`src/rtl/z_pack_pkg.sv`:
```
// Shared definitions for the z packer: word geometry, slot boundaries and FSM encoding.
// The slot constants are also used by the seek_cd consumer.
package z_pack_pkg;

    localparam int Datawidth   = 32;
    localparam int ZW          = 2 * Datawidth + 2;
    localparam int IW          = Datawidth + 1;
    localparam int ZP_WAIT_MAX = 15;

    localparam int S0_MSB = 65;
    localparam int S0_LSB = 59;
    localparam int S1_MSB = 58;
    localparam int S1_LSB = 46;
    localparam int S2_MSB = 45;
    localparam int S2_LSB = 33;
    localparam int S3_MSB = 32;
    localparam int S3_LSB = 0;

    typedef enum logic [1:0] {
        ST_IDLE    = 2'd0,
        ST_COLLECT = 2'd1,
        ST_ISSUE   = 2'd2,
        ST_WAIT    = 2'd3
    } zp_state_e;

    // Right-justified mask covering the legal bits of the slot addressed by a beat index.
    function automatic logic [IW-1:0] slot_mask(input logic [1:0] beat);
        logic [IW-1:0] ones;
        int            width;
        ones = '1;
        case (beat)
            2'd0:    width = S0_MSB - S0_LSB + 1;
            2'd1:    width = S1_MSB - S1_LSB + 1;
            2'd2:    width = S2_MSB - S2_LSB + 1;
            default: width = S3_MSB - S3_LSB + 1;
        endcase
        return ones >> (IW - width);
    endfunction

endpackage

```
`src/rtl/zpack_wdog.sv`:
```
// WAIT-state timeout counter: flags expiry when rdy has not arrived within ZP_WAIT_MAX cycles.
// Only instantiated when ZPACK_WATCHDOG_EN is defined.
module zpack_wdog
    import z_pack_pkg::*;
(
    input  logic clk,
    input  logic reset,
    input  logic run,
    input  logic rdy,
    output logic expire
);

    logic [3:0] cnt_q;
    logic [3:0] cnt_d;

    always_comb begin
        cnt_d = run ? cnt_q + 4'd1 : 4'd0;
    end

    // cnt_q holds the number of WAIT cycles already elapsed, so expiry fires on the last allowed one.
    assign expire = run && !rdy && (cnt_q == 4'(ZP_WAIT_MAX - 1));

    always_ff @(posedge clk or posedge reset) begin
        if (reset) begin
            cnt_q <= 4'd0;
        end else begin
            cnt_q <= cnt_d;
        end
    end

endmodule

```
`src/rtl/z_pack.sv`:
```
// Sequential packer: gathers four field beats into the 66-bit word z and hands it to seek_cd.
// Optional WAIT watchdog enabled by defining ZPACK_WATCHDOG_EN.
module z_pack
    import z_pack_pkg::*;
(
    input  logic          clk,
    input  logic          reset,
    input  logic          in_valid,
    output logic          in_ready,
    input  logic [IW-1:0] in_data,
    output logic [ZW-1:0] z,
    output logic          en,
    input  logic          rdy,
    output logic          busy,
    output logic          err_ovf,
    output logic          err_to
);

    zp_state_e     state_q, state_d;
    logic [1:0]    bcnt_q, bcnt_d;
    logic [ZW-1:0] z_q, z_d;
    logic          in_ready_q, in_ready_d;
    logic          err_ovf_q, err_ovf_d;
    logic          wd_expire;
    logic          xfer;
    logic [IW-1:0] mask;
    logic [IW-1:0] fld;

    assign xfer = in_valid && in_ready_q;
    assign mask = slot_mask(bcnt_q);
    assign fld  = in_data & mask;

    always_comb begin
        state_d   = state_q;
        bcnt_d    = bcnt_q;
        z_d       = z_q;
        err_ovf_d = err_ovf_q;

        case (state_q)
            ST_IDLE: begin
                if (xfer) state_d = ST_COLLECT;
            end
            ST_COLLECT: begin
                if (xfer && bcnt_q == 2'd3) state_d = ST_ISSUE;
            end
            ST_ISSUE: begin
                state_d = ST_WAIT;
            end
            ST_WAIT: begin
                if (rdy || wd_expire) begin
                    state_d = ST_IDLE;
                    bcnt_d  = 2'd0;
                end
            end
            default: state_d = ST_IDLE;
        endcase

        // Truncated value is still accepted; the overflow is only recorded.
        if (xfer) begin
            bcnt_d    = bcnt_q + 2'd1;
            err_ovf_d = err_ovf_q | (|(in_data & ~mask));
            case (bcnt_q)
                2'd0:    z_d[S0_MSB:S0_LSB] = fld[S0_MSB-S0_LSB:0];
                2'd1:    z_d[S1_MSB:S1_LSB] = fld[S1_MSB-S1_LSB:0];
                2'd2:    z_d[S2_MSB:S2_LSB] = fld[S2_MSB-S2_LSB:0];
                default: z_d[S3_MSB:S3_LSB] = fld[S3_MSB-S3_LSB:0];
            endcase
        end

        in_ready_d = (state_d == ST_IDLE) || (state_d == ST_COLLECT);
    end

    always_ff @(posedge clk or posedge reset) begin
        if (reset) begin
            state_q    <= ST_IDLE;
            bcnt_q     <= 2'd0;
            z_q        <= '0;
            in_ready_q <= 1'b0;
            err_ovf_q  <= 1'b0;
        end else begin
            state_q    <= state_d;
            bcnt_q     <= bcnt_d;
            z_q        <= z_d;
            in_ready_q <= in_ready_d;
            err_ovf_q  <= err_ovf_d;
        end
    end

`ifdef ZPACK_WATCHDOG_EN
    logic err_to_q;

    zpack_wdog u_wdog (
        .clk    (clk),
        .reset  (reset),
        .run    (state_q == ST_WAIT),
        .rdy    (rdy),
        .expire (wd_expire)
    );

    always_ff @(posedge clk or posedge reset) begin
        if (reset) begin
            err_to_q <= 1'b0;
        end else begin
            err_to_q <= err_to_q | wd_expire;
        end
    end

    assign err_to = err_to_q;
`else
    assign wd_expire = 1'b0;
    assign err_to    = 1'b0;
`endif

    assign in_ready = in_ready_q;
    assign z        = z_q;
    assign en       = (state_q == ST_ISSUE);
    assign busy     = (state_q != ST_IDLE);
    assign err_ovf  = err_ovf_q;

endmodule

```
`config.mk`:
```
export PLATFORM = sky130hd
export DESIGN_NAME = z_pack
export DESIGN_NICKNAME = d
export VERILOG_FILES = /design/src/rtl/z_pack_pkg.sv /design/src/rtl/zpack_wdog.sv /design/src/rtl/z_pack.sv
export SDC_FILE = /design/constraint.sdc
export NUM_CORES = 1
export LEC_CHECK = 0
export ABC_AREA = 1
export CAP_MARGIN = 15
export CORE_MARGIN = 2
export CORE_UTILIZATION = 40
export DETAILED_ROUTE_END_ITERATION = 8
export GPL_TIMING_DRIVEN = 0
export PLACE_DENSITY = 0.75
export SYNTH_ARGS = -nofsm -noshare
export SYNTH_HDL_FRONTEND = slang
export SYNTH_SLANG_ARGS = --single-unit
```
`constraint.sdc`:
```
create_clock -name clk -period 1.9 [get_ports clk]
set_input_delay 0.19 -clock clk [delete_from_list [all_inputs] [get_ports clk]]
set_output_delay 0.19 -clock clk [all_outputs]
set_load 0.02 [all_outputs]
```
### Word-level counts from Yosys, hierarchy flattened

Index checks and enable logic that the tools add are counted.

* add/subtract/negate cells: 2
* equal/unequal tests: 7
* shift operators: 1
* mux-type cells: 8
* bitwise operators: 5
* reduce and logical (&&, ||, !) cells: 17

Operator list (count)
* 33-bit bitwise AND: 2
* 33-bit NOT: 1
* 33-bit OR reduction: 1
* 33-bit by 32-bit >> shifter with 33-bit output, first input constant: 1
* 7-bit by 32-bit subtractor with 32-bit output, first input constant: 1
* 2-bit two-way mux: 6
* 6-bit one-hot mux with 2 select lines: 1
* 2-bit AND reduction: 5
* 2-bit equality test, second input constant: 4
* 2-bit one-hot mux with 4 select lines: 1
* 2-bit by 1-bit equality test with 1-bit output, second input constant: 3
* 2-bit logical NOT: 3
* 2-bit nonzero test: 3
* 3-bit OR reduction: 1
* 2-bit by 1-bit adder with 2-bit output, second input constant: 1
* 1-bit logical AND: 2
* 2-bit OR reduction: 1
* 1-bit logical OR: 1
* 1-bit NOT: 1
* 1-bit bitwise OR: 1

* register bits: 72
* bits of input ports: 37
* output and inout bits: 71
* logic and storage cells: 48

### Logic depth before layout (Yosys ltp)

* depth in word-level cells: 9
* depth in mapped cells: 9
* mapped depth without buffers: 8

### Worst setup path before layout

OpenSTA, ideal clock, no wires.

* path kind: register to register
* start: register bcnt_q[0]
* end: register z_q[59], in the netlist z[59]
* setup time: 127 ps
* arrival: 1145 ps
* data required time: 1773 ps
* path slack: 628 ps
* cell stages (with the launch flop): 8
* path buffers: 2
* period minus slack after synthesis: 1272 ps
* cells stage by stage: dfrtp_1 > inv_1 > ha_1 > buf_2 > nand2_2 > buf_2 > nand2_1 > o21ai_0

* longest elaborated chain between the ends: 6
* elaborated cells on any way between the ends: 9
* classes of those cells: add/sub (1); eq/ne (2); shift (1); mux (1); bitwise (1); reduce/logical (3)

Ends and longest elaborated chain
* start: declaration: RTL line z_pack.sv:20 `logic [1:0] bcnt_q, bcnt_d;`
* start signal: assignment: RTL line z_pack.sv:82 `bcnt_q <= bcnt_d;`
* 2-bit equality test or 2-bit by 1-bit equality test with 1-bit output (tied branches): RTL line z_pack_pkg.sv:31 `case (beat)`
* 2-bit OR reduction (no line)
* 6-bit one-hot mux with 2 select lines: RTL line z_pack_pkg.sv:31
* 7-bit by 32-bit subtractor with 32-bit output: RTL line z_pack_pkg.sv:37 `return ones >> (IW - width);`
* 33-bit by 32-bit >> shifter with 33-bit output: RTL line z_pack_pkg.sv:37
* 33-bit bitwise AND: RTL line z_pack.sv:31 `assign fld = in_data & mask;`
* end signal: assignment: RTL line z_pack.sv:83 `z_q <= z_d;`
* end: declaration: RTL line z_pack.sv:21 `logic [ZW-1:0] z_q, z_d;`

Parallel ways exist; a longest one is shown, timed or not.
A chain may end at the register's enable or synchronous reset.

### Worst setup path in the final report

* start: register state_q[1]
* end: output en

* longest elaborated chain between the ends: 1

Ends and longest elaborated chain
* start: declaration: RTL line z_pack.sv:19 `zp_state_e state_q, state_d;`
* start signal: assignment: RTL line z_pack.sv:81 `state_q <= state_d;`
* 2-bit equality test: RTL line z_pack.sv:116 `assign en = (state_q == ST_ISSUE);`
* end: declaration: RTL line z_pack.sv:12 `output logic en,`

No other way between the ends.

==> impl_metrics.csv <==
group,metric,value,unit
worst_setup_path,crit_fanout,4,
layout,area_growth,47.5,%
placement,port_buffers,106,
layout,antenna_cells,0,
synthesis,syn_nets,391,
floorplanning,core_area,7330,µm²
clock_tree,cts_num_sinks,72,
pwr,power_frac_comb,0.487,
layout,fin_nets,510,
synthesis,syn_avg_cell_area,8.79,µm²
pwr,internal-power,4730,µW
pwr,power_switching,3110,µW
detailed_routing,routed_wl,7.92,mm
synthesis,syn_inst,349,
run_status,status,"finished, final reports clean",
grt,overflow,0,
sta,min_period,1.70,ns
synthesis,synth_cell_type_count,20,
worst_setup_path,crit_type,"flip-flop to output pin",
clock_tree,cts_max_level,3,
clock_tree,postCtsHoldBufs,0,
worst_setup_path,start_kind,"flip-flop",
clock_tree,insertion_delay,0.34,ns
sta,maxSlewViolCount,0,
clock_tree,postCtsSetupBuffers,0,
clock_tree,post_cts_resized,0,
pwr,pwr-share-clk,0.171,
clock_tree,cts-root-buf,"clkbuf_8",
sta,max_slew.worst_pin.slew,0.566,ns
synthesis,synth_area,3070,µm²
synthesis,yosysWarnings,0,
worst_setup_path,arrival,1.51,ns
sta,slew-limit-headroom,0.622,
detailed_routing,first_iter_violations,109,
sta,whs,0.251,ns
detailed_routing,drtAntennaViolNets,0,
layout,fin_util,0.617,
clock_tree,numCtsBuffers,9,
sta,rsz0062_at_grt,"no",
floorplanning,dieHeight,91.6,µm
clock_tree,cts_tree,"done",
clock_tree,ctsLongestPathBuffers,2,
clock_tree,path_clk_slew,0.07,ns
worst_hold_path,hp-class,"primary input to async pin",
grt,grt_max_degree,29,
grt,grtUsageTotal,0.196,
pwr,switching_share,0.397,
layout,fillers,629,
worst_setup_path,end_kind,"output pin",
synthesis,yosysSeqAreaShare,0.587,
pwr,pwr-share-seq,0.341,
layout,drive_above_1_share,0.0930,
sta,finalCritPeriodShare,0.893,
grt,grt_pass1_wl,12.8,mm
worst_setup_path,r2r_slack,0.40,ns
sta,timing.final.hold_violations,0,
worst_setup_path,worstPathRequired,1.71,ns
pwr,p_per_area,1730,nW/µm²
sta,fin_setup_tns,0,ns
floorplanning,start_util,0.419,
floorplanning,ioPinCount,108,
detailed_routing,vias,2716,
floorplanning,row_count,31,
grt,grt_pass1_vias,2667,
detailed_routing,drc,0,
pwr,peakVddDrop,801,µV
floorplanning,die_w,91.6,µm
detailed_routing,avgRoutedWirePerCell,13.8,µm
placement,place.gp.congestion,0.809,
floorplanning,die_area,8390,µm²
sta,fin_skew,0.00878,ns
grt,antenna_found_initial,0,
synthesis,ys_seq_elements,72,
sta,fmax,590,MHz
placement,dp_hpwl,5.82,mm
detailed_routing,vias_per_cell,4.75,
pwr,p_leak,0.00216,µW
detailed_routing,first_pass_iters,4,
sta,setup_violations,0,
job,drv_cap,0,
path summary, 6_finish.rpt:
check	start	endpoint	cells after the start
min	reset	z[10]	2
max in group asynchronous	reset	z[35]	3
max	state_q[1]	en	3
min in group clk	in_data[13]	z[13]	3
min reg2reg	err_ovf	err_ovf	2
max reg2reg	bcnt_q[0]	z[60]	7
through the flow:
| stage | area, µm² | setup WS [ns] | std cells | total power, µW |
|---|---|---|---|---|
| global placement | 4260 | 0.0598 | 554 | 6410 |
| floorplan | 3070 | 0.628 | 349 | 4660 |
| CTS | 4530 | 0.180 | 572 | 7890 |
| detailed placement | 4300 | 0.405 | 556 | 6520 |
| global route | 4530 | 0.124 | 572 | 8330 |
| finish | 4530 | 0.204 | 572 | 7830 |
placed cells by master, fill, tap and decap left out:
cell	n
a21oi_1	1
buf_12	1
buf_16	1
buf_2	10
buf_4	2
buf_6	3
bufinv_16	2
clkbuf_1	1
clkbuf_8	10
clkdlybuf4s50_1	106
clkinv_2	1
clkinvlp_4	3
conb_1	1
dfrtp_1	72
ha_1	5
inv_1	22
inv_4	1
inv_6	1
nand2_1	143
nand2_2	1
nand2_4	2
nand3_1	4
nor2_1	27
nor3_1	1
nor3_2	1
o21ai_0	35
o21ai_1	11
o31ai_2	5
cells by family after synthesis:
kind of cell | Yosys count | synth area share
DFF | 72 | 0.587
and+or+nand+nor | 179 | 0.229
adders and majority gates | 5 | 0.0204
other | 1 | 0.00122
AOI/OAI and AO/OA | 52 | 0.0971
buffers and inverters | 40 | 0.0653
area by class of cell:
cell class	count	area [µm²]	area share
Buffer	15	98.8	0.0218
Sequential cell	72	1800	0.398
Clock inverter	5	80.1	0.0177
Multi-Input combinational cell	237	1070	0.236
Tap cell	99	124	0.0274
Inverter	25	105	0.0232
Clock buffer	11	141	0.0312
Timing Repair Buffer	108	1110	0.245
power by group through the flow:
stage                     combinational [µW]  sequential [µW]  clock, µW
after detailed placement                3840             2690          0
after floorplan                         1200             3460          0
after global placement                  3740             2670          0
after global routing                    4140             2770       1430
final                                   3820             2670       1340
after CTS                               3860             2680       1360
layer usage:
layer	wire [µm]	vias to the layer above	track usage
met4	129	0	0.0707
met5	0	-	0
li1	-	1327	-
met3	418	14	0.0373
met1	3620	1289	0.260
met2	3760	86	0.319
synthesized netlist by cell type:
cell type	number	area share
a21oi_1	1	0.0016
buf_2	10	0.016
buf_4	2	0.0049
buf_6	3	0.011
conb_1	1	0.0012
dfrtp_1	72	0.59
ha_1	5	0.020
inv_1	23	0.028
inv_4	1	0.0020
inv_6	1	0.0029
nand2_1	143	0.17
nand2_2	1	0.0020
nand2_4	2	0.0073
nand3_1	4	0.0065
nor2_1	27	0.033
nor3_1	1	0.0016
nor3_2	1	0.0033
o21ai_0	35	0.057
o21ai_1	11	0.018
o31ai_2	5	0.020
worst max-delay path: stages, from the launching register on:
cell and delay [ns]:
dfrtp_1 0.40, inv_1 0.07, nor2_1 0.09, clkdlybuf4s50_1 0.61
sequential cells by signal, summed over array words and instances, names as in the netlist:
signal    count
bcnt_q        2
err_ovf       1
in_ready      1
state_q       2
z            66
No activity file was read; power rests on OpenSTA's default activity.
